<file path="config.mk">
export PLATFORM = sky130hd
export DESIGN_NAME = mips_multicycle_ctrl
export DESIGN_NICKNAME = d
export VERILOG_FILES = /design/src/rtl/mips_multicycle_ctrl.sv
export SDC_FILE = /design/constraint.sdc
export NUM_CORES = 1
export LEC_CHECK = 0
export BUFFER_PORTS_ARGS = -buffer_cell sky130_fd_sc_hd__buf_2
export CORE_MARGIN = 4
export CORE_UTILIZATION = 49
export CTS_CLUSTER_DIAMETER = 200
export DETAILED_ROUTE_END_ITERATION = 16
export MAX_ROUTING_LAYER = met4
export PLACE_DENSITY = 0.81
export SYNTH_ARGS = -nofsm -noshare
export SYNTH_HDL_FRONTEND = slang
export SYNTH_SLANG_ARGS = --single-unit
</file>
<file path="constraint.sdc">
create_clock -name clock -period 5.1 [get_ports clock]
set_input_delay 0.765 -clock clock [delete_from_list [all_inputs] [get_ports clock]]
set_output_delay 0.765 -clock clock [all_outputs]
set_load 0.005 [all_outputs]
</file>
<file path="src/rtl/mips_multicycle_ctrl.sv">
// Multi-cycle FETCH/DECODE/EXEC/WB sequencer for the MIPS ALU datapath with imem handshake and sticky fault.
// Define MIPS_CTRL_RETIRE_CNT_EN to build the retired-instruction counter; otherwise retired reads 0.
module mips_multicycle_ctrl #(
  parameter int unsigned     PC_W          = 32,
  parameter logic [PC_W-1:0] RESET_PC      = '0,
  parameter int unsigned     PC_STEP       = 4,
  parameter int unsigned     CNT_W         = 16,
  parameter int unsigned     FETCH_TIMEOUT = 15
) (
  input  logic             clock,
  input  logic             reset_n,
  input  logic             start,
  input  logic             stop,
  input  logic             imem_ack,
  input  logic [31:0]      instr,
  input  logic             dec_writeenable,
  input  logic             dec_except,
  output logic             imem_req,
  output logic [PC_W-1:0]  pc,
  output logic [5:0]       opcode,
  output logic [5:0]       funct,
  output logic             alu_latch,
  output logic             rf_we,
  output logic             busy,
  output logic             fault,
  output logic             fault_cause,
  output logic [CNT_W-1:0] retired
);

  localparam int unsigned   TO_W    = (FETCH_TIMEOUT < 2) ? 1 : $clog2(FETCH_TIMEOUT);
  localparam logic [TO_W-1:0] TO_LAST = TO_W'(FETCH_TIMEOUT - 1);

  typedef enum logic [2:0] {
    S_IDLE, S_FETCH, S_DECODE, S_EXEC, S_WB, S_FAULT
  } state_t;

  state_t            state_q, state_d;
  logic [PC_W-1:0]   pc_q;
  logic [31:0]       ir_q;
  logic [TO_W-1:0]   to_cnt_q, to_cnt_d;
  logic              fault_cause_q, cause_d;
  logic              ir_load, retire;
  logic              imem_req_q, alu_latch_q, wb_q, busy_q, fault_q;

  // Next-state decode; the timeout counter only advances on FETCH cycles without an ack.
  always_comb begin
    state_d  = state_q;
    to_cnt_d = '0;
    cause_d  = fault_cause_q;
    ir_load  = 1'b0;
    retire   = 1'b0;
    unique case (state_q)
      S_IDLE:   if (start) state_d = S_FETCH;
      S_FETCH: begin
        if (imem_ack) begin
          ir_load = 1'b1;
          state_d = S_DECODE;
        end else if (to_cnt_q == TO_LAST) begin
          state_d = S_FAULT;
          cause_d = 1'b1;
        end else begin
          to_cnt_d = to_cnt_q + TO_W'(1);
        end
      end
      S_DECODE: begin
        if (dec_except) begin
          state_d = S_FAULT;
          cause_d = 1'b0;
        end else begin
          state_d = S_EXEC;
        end
      end
      S_EXEC:   state_d = S_WB;
      S_WB: begin
        retire  = 1'b1;
        state_d = stop ? S_IDLE : S_FETCH;
      end
      S_FAULT:  if (start) state_d = S_IDLE;
      default:  state_d = S_IDLE;
    endcase
  end

  // State, PC/IR and Moore output flags (flags registered from the next state).
  always_ff @(posedge clock or negedge reset_n) begin
    if (!reset_n) begin
      state_q       <= S_IDLE;
      pc_q          <= RESET_PC;
      ir_q          <= '0;
      to_cnt_q      <= '0;
      fault_cause_q <= 1'b0;
      imem_req_q    <= 1'b0;
      alu_latch_q   <= 1'b0;
      wb_q          <= 1'b0;
      busy_q        <= 1'b0;
      fault_q       <= 1'b0;
    end else begin
      state_q       <= state_d;
      to_cnt_q      <= to_cnt_d;
      fault_cause_q <= cause_d;
      if (ir_load) ir_q <= instr;
      if (retire)  pc_q <= pc_q + PC_W'(PC_STEP);
      imem_req_q    <= (state_d == S_FETCH);
      alu_latch_q   <= (state_d == S_EXEC);
      wb_q          <= (state_d == S_WB);
      busy_q        <= (state_d != S_IDLE) && (state_d != S_FAULT);
      fault_q       <= (state_d == S_FAULT);
    end
  end

`ifdef MIPS_CTRL_RETIRE_CNT_EN
  logic [CNT_W-1:0] retired_q;

  // Saturating retired-instruction counter.
  always_ff @(posedge clock or negedge reset_n) begin
    if (!reset_n) begin
      retired_q <= '0;
    end else if (retire && !(&retired_q)) begin
      retired_q <= retired_q + CNT_W'(1);
    end
  end

  assign retired = retired_q;
`else
  assign retired = '0;
`endif

  // IR[25:6] is held for the datapath but not consumed by this block.
  logic unused_ir_mid;
  assign unused_ir_mid = ^ir_q[25:6];

  assign imem_req    = imem_req_q;
  assign pc          = pc_q;
  assign opcode      = ir_q[31:26];
  assign funct       = ir_q[5:0];
  assign alu_latch   = alu_latch_q;
  assign rf_we       = wb_q & dec_writeenable;
  assign busy        = busy_q;
  assign fault       = fault_q;
  assign fault_cause = fault_cause_q;

endmodule
</file>
# == After elaboration in Yosys (flattened, before gate mapping) ==
# Index checks and enable logic that the tools add are counted.
# word_totals
reg_bits,77
latch_bits,0
mem_bits_rw,0
rom_bits,0
output_inout_bits,66
wordCells,49
mem_count,0
# classes
add_sub_neg,2
multipliers,0
n_div,0
n_lt_le_gt_ge,0
eq_ne,14
shifts,0
muxes,17
bitwise,1
reduce_logical,5
# ops
cell,n
adder 32 x 3 -> 32 bit (second input constant),1
case mux 3 bit (6 select lines),1
2-to-1 mux 3 bit,5
equality test 3 bit (second input constant),4
2-to-1 mux 4 bit,3
equality test 3 x 2 -> 1 bit (second input constant),3
2-to-1 mux 1 bit,7
equality test 3 x 1 -> 1 bit (second input constant),2
!= test 2 bit (second input constant),3
adder 4 x 1 -> 4 bit (second input constant),1
equality test 4 bit (second input constant),1
AND reduction 4 bit,1
logical NOT 3 bit,1
!= test 3 bit (second input constant),1
nonzero test 3 bit,1
case mux 1 bit (2 select lines),1
nonzero test 2 bit,1
bitwise AND 1 bit,1
logical AND 1 bit,1

# == Logic depth before layout (Yosys ltp) ==
# Gate-level depths: netlist of the first run.
# logic_depth
word_depth,6
ltp_mapped,6

# == Least setup slack after synthesis of the first run ==
# No wires, ideal clock.
# synth_path
kind,input-to-reg
start,input port stop
end,"register busy_q, in the netlist busy"
arrival_ps,1695
required_time_ps,5021
setup_slack_ps,3326
cell_stages,3
path_buffers,0
path_cell_list,or4b_2 -> and4b_1 -> mux2i_1
# synth_via
elab_chain_cells,4
word_cells_on_any_way,5
# synth_lines
item,line,rtl
from (decl),13,"input logic stop,"
2-to-1 mux 1 bit (*),76,state_d = stop ? S_IDLE : S_FETCH;
case mux 3 bit (6 select lines) (*),52,unique case (state_q)
!= test 3 bit or nonzero test 3 bit (tied branches),105,busy_q <= (state_d != S_IDLE) && (state_d != S_FAULT);
logical AND 1 bit (*),105,
to (signal assigned),105,
to (decl),43,"logic imem_req_q, alu_latch_q, wb_q, busy_q, fault_q;"
# Mark *: on every way between the ends. The rest lies on a longest branch, timed or not.
# A chain may end at the register's enable or synchronous reset.

# == Worst setup path in the final report of the first run ==
# layout_path
start,register state_q[1]
end,"register pc_q[22], in the netlist pc[22]"
# layout_via
elab_chain_cells,2
# layout_lines
item,line,rtl
from (decl),37,"state_t state_q, state_d;"
from (signal assigned),97,state_q <= state_d;
equality test 3 bit,52,
2-to-1 mux 1 bit,52,
to (signal assigned),101,if (retire) pc_q <= pc_q + PC_W'(PC_STEP);
to (decl),38,logic [PC_W-1:0] pc_q;
# No other way between the ends.

==> results of run 1 <==
==> layout make-up <==
class / count / area [um^2] / area share, %
clock buffers: 7 / 86.3 / 2.88
inverters: 3 / 11.3 / 0.376
well taps: 70 / 87.6 / 2.92
multi-input cells: 154 / 1090 / 36.3
clock inverters: 1 / 8.76 / 0.292
flip-flops and latches: 55 / 1380 / 45.9
repair buffers: 67 / 338 / 11.3
==> worst max path at each step <==
stage	from	end	slack (ns)	depth (start not counted)
finish	state_q[1]	pc[22]	3.23	4
global route	state_q[1]	pc[22]	3.06	4
CTS	state_q[1]	pc[22]	3.22	4
detailed placement	dec_except	busy	3.17	5
global placement	dec_except	busy	3.17	5
floorplan	stop	busy	3.33	3
==> kinds of logic (layout without fill, tap and decap cells) <==
logic type	Yosys count	after routing	share of synthesized area, %
AND/OR/NAND/NOR	83	83	20.5
flip-flops	55	55	53.5
XOR/XNOR	31	31	10.6
buffers and inverters	25	78	6.66
multiplexers	14	14	6.08
AO/OA/AOI/OAI	5	5	1.12
adder cells (fa/ha/maj)	3	3	1.46
other	1	18	0.146
==> sequential cells by signal, summed over array words and instances (netlist names) <==
| signal | count |
|---|---|
| pc | 30 |
| ir_q | 12 |
| to_cnt_q | 4 |
| state_q | 3 |
| alu_latch | 1 |
| busy | 1 |
| fault | 1 |
| fault_cause | 1 |
| imem_req | 1 |
| wb_q | 1 |
==> stage by stage <==
stage	cells	util [%]	hold slack, ns	power, mW	instance area [um^2]
after floorplan	234	-	0.453	0.818	2640
after global placement	349	56.8	0.456	0.926	2900
after detailed placement	349	56.8	0.461	0.940	2900
after CTS	357	58.7	0.475	1.19	3000
after global routing	357	58.7	0.494	1.25	3000
final	357	58.7	0.468	1.17	3000
==> worst max-delay path, stage by stage, from the launching register on <==
cell and delay (ns):
dfrtp_1 0.48, nand4bb_4 0.30, nor4_4 0.62, nand4_1 0.19
xnor2_1 0.17
==> power breakdown <==
group,total [mW],leakage [nW],internal (mW),switching [mW]
Sequential,0.608,0.727,0.533,0.0756
Combinational,0.313,0.746,0.176,0.137
Clock,0.248,0.0484,0.112,0.137
Total,1.17,1.52,0.820,0.350
==> placed cells by master, fill, tap and decap left out, drive strengths merged, types with 5 or more instances in the layout <==
cell    netlist  final
dfrtp        55     55
clkbuf        2      7
mux2         13     13
and2          6      6
nor2         11     11
buf          20     67
conb          1     18
nand3        12     12
and4          5      5
nand4        15     15
xor2         10     10
xnor2        21     21
nand2         8      8
==> layer usage <==
layer / share of wire, % / up-vias / routed length (um) / track usage (%)
li1: - / 854 / - / -
met1: 42 / 865 / 2020 / 18.6
met2: 53 / 40 / 2550 / 29.5
met3: 4.9 / 6 / 240 / 4.26
met4: 0.93 / 0 / 45 / 4.56
met5: 0 / - / 0 / -
==> cell usage after synthesis <==
master / n
xor2_1: 10
or3b_2: 1
clkbuf_1: 1
nand3_1: 12
xnor2_1: 21
and3_1: 3
a21oi_1: 1
conb_1: 1
buf_2: 1
clkbuf_2: 1
inv_1: 3
or4b_2: 1
buf_6: 1
and3b_1: 2
buf_4: 18
o21ai_0: 3
mux2i_1: 1
nor2_1: 11
and4_1: 5
and2b_1: 1
nor4_1: 2
nand4_1: 15
nand4bb_4: 1
nor3_1: 3
or2_4: 1
or2_2: 1
mux2_2: 13
dfrtp_1: 55
and2_1: 6
ha_1: 3
nand2_1: 8
nor3b_1: 3
a32oi_1: 1
and4b_1: 1
nand3b_1: 2
nor2b_1: 3
nor4_4: 1
==> out/results.tsv, run 1 <==
stage	metric	value	unit
final_layout	n_diodes	0	
setup_path	critical path endpoint category	register	
floorplan	Row Count	26	
setup_path	Critical Path RT	5.29	ns
final_layout	Layout Nets	328	
cts	CTS Buf Count	5	
global_route	global-route wire length before repair	8220	um
sta	Rel. slew slack	55.3	%
final_layout	area delta synth->final	16.5	%
detailed_routing	1st-iter DRT viols	99	
cts	CTS tree	built	
yosys	top cell type's share of synthesized area	53.5	%
detailed_routing	remaining antenna violation count	0	
setup_path	cell count of the worst reg-to-reg path	4	
placed_design	placer congestion estimate	0.790	
sta	Sum Neg Setup Slack	0	ns
detailed_routing	first-pass detailed-route iteration total	4	
global_route	total grt overflow	0	
sta	Final Max Slew Viols	0	
setup_path	R2R Setup Slk	3.23	ns
sta	Slew @ Worst Pin	0.671	ns
cts	clock root cell	clkbuf_8	
cts	Setup Buffers After CTS	0	
power_and_ir_drop	P per Cell Area	390	nW/um^2
yosys	#FFs+latches synth	55	
setup_path	CP arrival	2.06	ns
detailed_routing	DRC violations left	0	
setup_path	Setup Crit Path Kind	register to register	
detailed_routing	DRT Wirelength	4860	um
sta	Fin. Hold Viols	0	
placed_design	Setup WS pre-CTS	3.17	ns
placed_design	Detail Placement HPWL	3680	um
power_and_ir_drop	IR drop worst, VDD	0.238	mV
min_path	Hold Path End	pc[31]	
floorplan	Die Height	80.5	um
cts	worst skew pair latency	0.30	ns
yosys	register area share after synthesis	53.5	%
global_route	number of global-route vias before repair	1784	
cts	Clock Sink Count	55	
sta	Final Skew	0.0105	ns
cts	Post-CTS Hold Fix Bufs	0	
setup_path	CP max FO	10	
detailed_routing	post-DR wirelength/cell	13.6	um
global_route	Tot GR Track Use	16.6	%
placed_design	port bufs	66	
setup_path	reg-to-reg startpoint	state_q[1]	
global_route	largest net degree at the start of global routing	56	
cts	Worst-path clk slew	0.10	ns
floorplan	core area	5110	um^2
min_path	min-delay worst type	register to register	
yosys	top area cells in the synthesized netlist	dfrtp_1, xnor2_1, mux2_2	
yosys	Syn. warnings	0	
sta	Tmin final	1.87	ns
detailed_routing	detail-routed via count per cell	4.94	
global_route	initial antenna violation count	0	
yosys	Syn Inst Count	217	
detailed_routing	detailed-route via count	1765	
final_layout	layout cell share with drive strength beyond 1	32.4	%
floorplan	IO Pins	105	
sta	Setup-failing EPs final	0	
setup_path	startpoint types	register	
min_path	Worst Min Path Start	pc[31]	
floorplan	Initial Utilization	50.4	%
floorplan	total die area	6470	um^2
floorplan	die width	80.5	um
min_path	Hold Crit Depth	1	
sta	Final Cycle Share	36.7	%
sta	Worst Setup Slack, final	3.23	ns
sta	RSZ-0062 raised after global routing	false	
yosys	cell accounting for the most synthesized area	dfrtp_1	
cts	clock buffer depth	2	
flow_run	MaxCap Viol Count	0	
yosys	Mean Syn Cell Area	11.9	um^2
setup_path	reg2reg end	pc[22]	
cts	H-tree levels	2	
final_layout	# fillers	464	
power_and_ir_drop	Leak	1.52	nW
status	outcome	complete, no violations	
yosys	Cell variety after synth	37	
sta	FMAX	535	MHz
cts	CTS-repair resized insts	0	
yosys	Post-Syn Area	2570	um^2
Power figures use the tool's default switching activity.
==> run 2, diff against run 1 <==
--- a/config.mk
+++ b/config.mk
@@ -7,11 +7,11 @@
 export LEC_CHECK = 0
 export BUFFER_PORTS_ARGS = -buffer_cell sky130_fd_sc_hd__buf_2
 export CORE_MARGIN = 4
-export CORE_UTILIZATION = 49
+export CORE_UTILIZATION = 43
 export CTS_CLUSTER_DIAMETER = 200
 export DETAILED_ROUTE_END_ITERATION = 16
 export MAX_ROUTING_LAYER = met4
-export PLACE_DENSITY = 0.81
+export PLACE_DENSITY = 0.75
 export SYNTH_ARGS = -nofsm -noshare
 export SYNTH_HDL_FRONTEND = slang
 export SYNTH_SLANG_ARGS = --single-unit
==> constraint.sdc (replaced) <==
create_clock -name clock -period 1.6 [get_ports clock]
set_input_delay 0.24 -clock clock [delete_from_list [all_inputs] [get_ports clock]]
set_output_delay 0.24 -clock clock [all_outputs]
set_load 0.005 [all_outputs]
==> out/results.tsv, run 2 (same netlist as run 1, synthesis figures left out) <==
stage	metric	value	unit	change
final_layout	area delta synth->final	25.8	%	was 16.5%
final_layout	commonest cells after routing, fill and taps aside	buf_2, dfrtp_1, xnor2_1, conb_1		was buf_2, dfrtp_1, xnor2_1, conb_1, nand4_1
sta	RSZ-0062 raised after global routing	true		was false
cts	clock buffer depth	2		unchanged
final_layout	commonest non-fill, non-tap cell in the layout	buf_2		unchanged
cts	Clock Sink Count	55		unchanged
sta	Min Hold Slack	0.128	ns	was 0.468 ns
global_route	total grt overflow	0		unchanged
detailed_routing	DRC violations left	0		unchanged
floorplan	IO Pins	105		unchanged
power_and_ir_drop	IR drop worst, VDD	0.596	mV	was 0.238 mV
sta	FMAX	642	MHz	was 535 MHz
sta	Setup-failing EPs final	0		unchanged
final_layout	max reg flops	30		unchanged
final_layout	Layout Nets	348		was 328
detailed_routing	detailed-route via count	1871		was 1765
setup_path	R2R Setup Slk	0.04	ns	was 3.23 ns
detailed_routing	first-pass detailed-route iteration total	4		unchanged
placed_design	Placed Instances	367		was 349
global_route	largest net degree at the start of global routing	56		unchanged
flow_run	MaxCap Viol Count	0		unchanged
detailed_routing	remaining antenna violation count	0		unchanged
sta	Final Max Slew Viols	0		unchanged
floorplan	Initial Utilization	45.6	%	was 50.4%
placed_design	port bufs	66		unchanged
final_layout	final design utilization	57.4	%	was 58.7%
sta	Sum Neg Setup Slack	0	ns	unchanged
final_layout	fin cells	379		was 357
setup_path	CP max FO	6		was 10
placed_design	placer congestion estimate	0.778		was 0.790
global_route	number of global-route vias before repair	1829		was 1784
placed_design	Detail Placement HPWL	3740	um	was 3680 um
setup_path	startpoint types	register		unchanged
sta	Final Skew	0.00721	ns	was 0.0105 ns
setup_path	critical path endpoint category	register		unchanged
sta	Fin. Hold Viols	0		unchanged
floorplan	core area	5640	um^2	was 5110 um^2
floorplan	Row Count	27		was 26
detailed_routing	1st-iter DRT viols	61		was 99
cts	CTS Buf Count	5		unchanged
floorplan	die width	85.3	um	was 80.5 um
detailed_routing	detail-routed via count per cell	4.94		about the same
global_route	initial antenna violation count	0		unchanged
floorplan	Die Height	85.3	um	was 80.5 um
sta	Final Cycle Share	97.4	%	was 36.7%
detailed_routing	Post-Route M1 WL	2280	um	was 2020 um
min_path	min-delay worst type	primary input to register		was register to register
setup_path	Critical Path RT	1.84	ns	was 5.29 ns
detailed_routing	Met2 Wirelength	2440	um	was 2550 um
floorplan	total die area	7280	um^2	was 6470 um^2
detailed_routing	post-DR wirelength/cell	13.5	um	was 13.6 um
power_and_ir_drop	P per Cell Area	1220	nW/um^2	was 390 nW/um^2
cts	Worst-path clk slew	0.10	ns	about the same
final_layout	layout cell share with drive strength beyond 1	40.4	%	was 32.4%
cts	CTS tree	built		unchanged
detailed_routing	DRT Wirelength	5100	um	was 4860 um
final_layout	n_diodes	0		unchanged
setup_path	Setup Crit Path Kind	register to register		unchanged
power_and_ir_drop	Leak	1.65	nW	was 1.52 nW
detailed_routing	DR top layer	met4		unchanged
sta	Tmin final	1.56	ns	was 1.87 ns
status	outcome	complete, no violations		unchanged
cts	H-tree levels	2		unchanged
detailed_routing	WL met3	316	um	was 240 um
global_route	global-route wire length before repair	8330	um	was 8220 um
cts	worst skew pair latency	0.31	ns	was 0.30 ns
final_layout	# fillers	499		was 464
setup_path	CP arrival	1.80	ns	was 2.06 ns
cts	clock root cell	clkbuf_8		unchanged
global_route	Tot GR Track Use	14.5	%	was 16.6%
[run 2: routing by layer]
layer,track usage (%),up-vias
met3,2.82,7
met2,22.7,54
met1,18.9,914
met4,5.04,0
li1,-,896
met5,-,-
[run 2: cell type report]
cell class / instances / area [um^2] / share of cell area, %
Sequential cell: 55 / 1380 / 42.6
Tap cell: 72 / 90.1 / 2.78
Timing Repair Buffer: 87 / 527 / 16.3
Multi-Input combinational cell: 154 / 1130 / 35.0
Inverter: 3 / 11.3 / 0.348
Clock buffer: 5 / 68.8 / 2.13
Clock inverter: 3 / 26.3 / 0.812
[run 2: timing repair]
item	in CTS	in global routing
hold buffers	1	0
hold endpoints to repair	55	0
gates resized for setup	0	16
setup endpoints to repair	0	25
setup buffers	0	3
[run 2: power by group]
group / total (mW) / internal [mW] / switching (mW)
Combinational: 1.27 / 0.732 / 0.538
Sequential: 1.89 / 1.70 / 0.185
Clock: 0.795 / 0.323 / 0.472
[run 2: worst max-delay path, cell delays in order (launching register included)]
cell     delay (ns)
dfrtp_2        0.46
or4b_2         0.69
and4b_1        0.22
mux2i_1        0.12
[run 2: worst paths after layout]
check                      startpoint         to  cells past startpoint
min in group asynchronous     reset_n  alu_latch                      3
setup / recovery           state_q[0]       busy                      3
setup reg to reg           state_q[0]       busy                      3
max in group asynchronous     reset_n      pc[8]                      3
hold / removal             dec_except  alu_latch                      2
hold reg to reg                pc[31]     pc[31]                      1
[run 2: per-stage QoR]
| step | setup WS [ns] | cell area [um^2] | power [mW] |
|---|---|---|---|
| after floorplan | 0.0267 | 2640 | 2.61 |
| after global placement | 0.0698 | 3050 | 3.12 |
| after detailed placement | 0.0603 | 3050 | 3.16 |
| after CTS | 0.0267 | 3150 | 3.97 |
| after global routing | -0.0750 | 3240 | 4.20 |
| final | 0.0417 | 3240 | 3.95 |
==> run 3, diff against run 2 <==
--- a/config.mk
+++ b/config.mk
@@ -7,11 +7,11 @@
 export LEC_CHECK = 0
 export BUFFER_PORTS_ARGS = -buffer_cell sky130_fd_sc_hd__buf_2
 export CORE_MARGIN = 4
-export CORE_UTILIZATION = 43
+export CORE_UTILIZATION = 48
 export CTS_CLUSTER_DIAMETER = 200
 export DETAILED_ROUTE_END_ITERATION = 16
 export MAX_ROUTING_LAYER = met4
-export PLACE_DENSITY = 0.75
+export PLACE_DENSITY = 0.8
 export SYNTH_ARGS = -nofsm -noshare
 export SYNTH_HDL_FRONTEND = slang
 export SYNTH_SLANG_ARGS = --single-unit
==> constraint.sdc (replaced) <==
create_clock -name clock -period 1.5 [get_ports clock]
set_input_delay 0.225 -clock clock [delete_from_list [all_inputs] [get_ports clock]]
set_output_delay 0.225 -clock clock [all_outputs]
set_load 0.005 [all_outputs]
==> out/results.tsv, run 3 (same netlist as run 1, synthesis figures left out) <==
stage	metric	value	unit	change
setup_path	R2R Setup Slk	-0.03	ns	was 0.04 ns
final_layout	commonest cells after routing, fill and taps aside	buf_2, dfrtp_1, buf_4, xnor2_1, conb_1		was buf_2, dfrtp_1, xnor2_1, conb_1
detailed_routing	first-pass detailed-route iteration total	4		unchanged
power_and_ir_drop	clock share of power	19.3	%	was 20.1%
final_layout	finished layout cell area	3420	um^2	was 3240 um^2
setup_path	Setup Crit Path Kind	register to register		unchanged
placed_design	Placed Instances	372		was 367
placed_design	port bufs	66		unchanged
cts	CTS tree	built		unchanged
cts	worst skew pair latency	0.30	ns	was 0.31 ns
global_route	initial antenna violation count	0		unchanged
final_layout	max reg flops	30		unchanged
status	failing checks	setup timing		
cts	CTS Buf Count	5		unchanged
setup_path	startpoint types	register		unchanged
cts	H-tree levels	2		unchanged
setup_path	max incr delay on CP	0.45	ns	was 0.69 ns
cts	Worst-path clk slew	0.09	ns	was 0.10 ns
final_layout	layout cell share with drive strength beyond 1	46.4	%	was 40.4%
placed_design	placement-stage cell area	3110	um^2	was 3050 um^2
power_and_ir_drop	combinational share of power	35.0	%	was 32.1%
power_and_ir_drop	P per Cell Area	1280	nW/um^2	was 1220 nW/um^2
detailed_routing	detail-routed via count per cell	4.83		was 4.94
setup_path	crit-path cells	buf_4 -> or3b_4 -> a21oi_4 -> and4b_1 -> mux2i_1		was or4b_2 -> and4b_1 -> mux2i_1
status	outcome	finished, violations left		was complete, no violations
floorplan	die width	81.2	um	was 85.3 um
placed_design	Setup WS pre-CTS	-0.0470	ns	was 0.0603 ns
sta	Worst Setup Slack, final	-0.0323	ns	was 0.0417 ns
global_route	largest net degree at the start of global routing	56		unchanged
floorplan	IO Pins	105		unchanged
floorplan	Row Count	26		was 27
setup_path	CP max stage cell	dfrtp_2		was or4b_2
setup_path	critical path endpoint category	register		unchanged
global_route	number of global-route vias before repair	1830		was 1829
power_and_ir_drop	Power Internal	3.10	mW	was 2.75 mW
floorplan	total die area	6590	um^2	was 7280 um^2
flow_run	MaxCap Viol Count	0		unchanged
final_layout	final design utilization	66.6	%	was 57.4%
global_route	Tot GR Track Use	16.8	%	was 14.5%
placed_design	placer congestion estimate	0.814		was 0.778
sta	FMAX	653	MHz	was 642 MHz
detailed_routing	DRT Wirelength	5180	um	was 5100 um
sta	Final Max Slew Viols	0		unchanged
cts	clock root cell	clkbuf_8		unchanged
power_and_ir_drop	Power Total	4.38	mW	was 3.95 mW
cts	Clock Sink Count	55		unchanged
power_and_ir_drop	Leak	1.78	nW	was 1.65 nW
final_layout	fin cells	393		was 379
power_and_ir_drop	Net Sw Power	1.29	mW	was 1.20 mW
global_route	total grt overflow	0		unchanged
sta	Setup-failing EPs final	1		was 0
detailed_routing	remaining antenna violation count	0		unchanged
floorplan	Initial Utilization	50.0	%	was 45.6%
detailed_routing	DRC violations left	0		unchanged
final_layout	Layout Nets	364		was 348
cts	clock buffer depth	2		unchanged
power_and_ir_drop	IR drop worst, VDD	0.668	mV	was 0.596 mV
setup_path	reg-to-reg startpoint	state_q[0]		unchanged
detailed_routing	1st-iter DRT viols	63		was 61
min_path	Hold Crit Depth	2		unchanged
floorplan	core area	5140	um^2	was 5640 um^2
min_path	Hold Path End	alu_latch		unchanged
setup_path	CP arrival	1.77	ns	was 1.80 ns
final_layout	commonest non-fill, non-tap cell in the layout	buf_2		unchanged
min_path	min-delay worst type	primary input to register		unchanged
detailed_routing	post-DR wirelength/cell	13.2	um	was 13.5 um
final_layout	# fillers	406		was 499
power_and_ir_drop	Seq pwr share	45.7	%	was 47.7%
sta	Final Skew	0.00618	ns	was 0.00721 ns
sta	RSZ-0062 raised after global routing	true		unchanged
setup_path	CP max FO	5		was 6
power_and_ir_drop	switching share of power	29.3	%	was 30.3%
global_route	global-route wire length before repair	8360	um	was 8330 um
setup_path	reg2reg end	busy		unchanged
final_layout	area delta synth->final	33.0	%	was 25.8%
setup_path	Critical Path RT	1.73	ns	was 1.84 ns
detailed_routing	detailed-route via count	1899		was 1871
sta	Final Cycle Share	102	%	was 97.4%
min_path	Worst Min Path Start	dec_except		unchanged
placed_design	Detail Placement HPWL	3720	um	was 3740 um
setup_path	cell count of the worst reg-to-reg path	5		was 3
floorplan	Die Height	81.2	um	was 85.3 um
sta	Tmin final	1.53	ns	was 1.56 ns
final_layout	n_diodes	0		unchanged
sta	Fin. Hold Viols	0		unchanged
-- run 3: cell count changes in the layout (fill, tap and decap cells not counted), sizes merged --
cell / previous run / this run
buf: 86 / 102
clkbuf: 5 / 6
clkinvlp: 0 / 1
inv: 5 / 3
-- run 3: how the worst max path moves through the flow --
stage,to,start,cells past startpoint,slack (ns)
after global routing,pc[30],state_q[0],5,-0.1
after global placement,busy,state_q[0],4,-0.04
after detailed placement,busy,state_q[0],4,-0.05
after CTS,busy,state_q[0],4,-0.02
after floorplan,pc[26],pc[2],5,-0.05
final,busy,state_q[0],5,-0.03
-- run 3: repair_timing --
action / 4_1_cts / 5_1_grt
hold endpoints to repair: 55 / 0
setup buffers: 1 / 11
hold buffers: 1 / 0
pin swaps: 6 / 12
resized for setup: 6 / 22
endpoints found under the setup margin: 22 / 32
-- run 3: critical path: cells and delay by family (launching register included) --
kind	cells	cell delay (ns)
AO/OA/AOI/OAI	1	0.15
buffers and inverters	1	0.15
flip-flops	1	0.45
multiplexers	1	0.12
AND/OR/NAND/NOR	2	0.60
-- run 3: power groups by stage --
stage / Sequential [mW] / Combinational (mW) / Clock (mW)
finish: 2.00 / 1.53 / 0.848
global route: 2.05 / 1.71 / 0.952
CTS: 2.01 / 1.43 / 0.881
detailed placement: 2.03 / 1.37 / 0
global placement: 2.01 / 1.33 / 0
floorplan: 2.06 / 0.742 / 0
-- run 3: per-layer routing --
metal  wire length, um  global-route usage (%)
met5                 0                       -
met4                33                    4.39
met3               263                    3.33
met2              2570                    26.3
met1              2310                    22.4
-- run 3: layout make-up --
cell class	instances	area (um^2)	share of cell area, %
inverter	3	11.3	0.329
sequential	55	1380	40.3
multi-input combinational	154	1200	35.0
tap	70	87.6	2.56
clock buffer	6	82.6	2.41
timing repair buffer	103	647	18.9
clock inverter	2	16.3	0.475
-- run 3: metrics by stage --
stage                     TNS [ns]  hold slack, ns
after floorplan             -0.355         -0.0706
after global placement     -0.0896           0.240
after detailed placement    -0.166           0.242
after CTS                  -0.0617          0.0957
after global routing         -1.12           0.103
final                      -0.0323           0.117
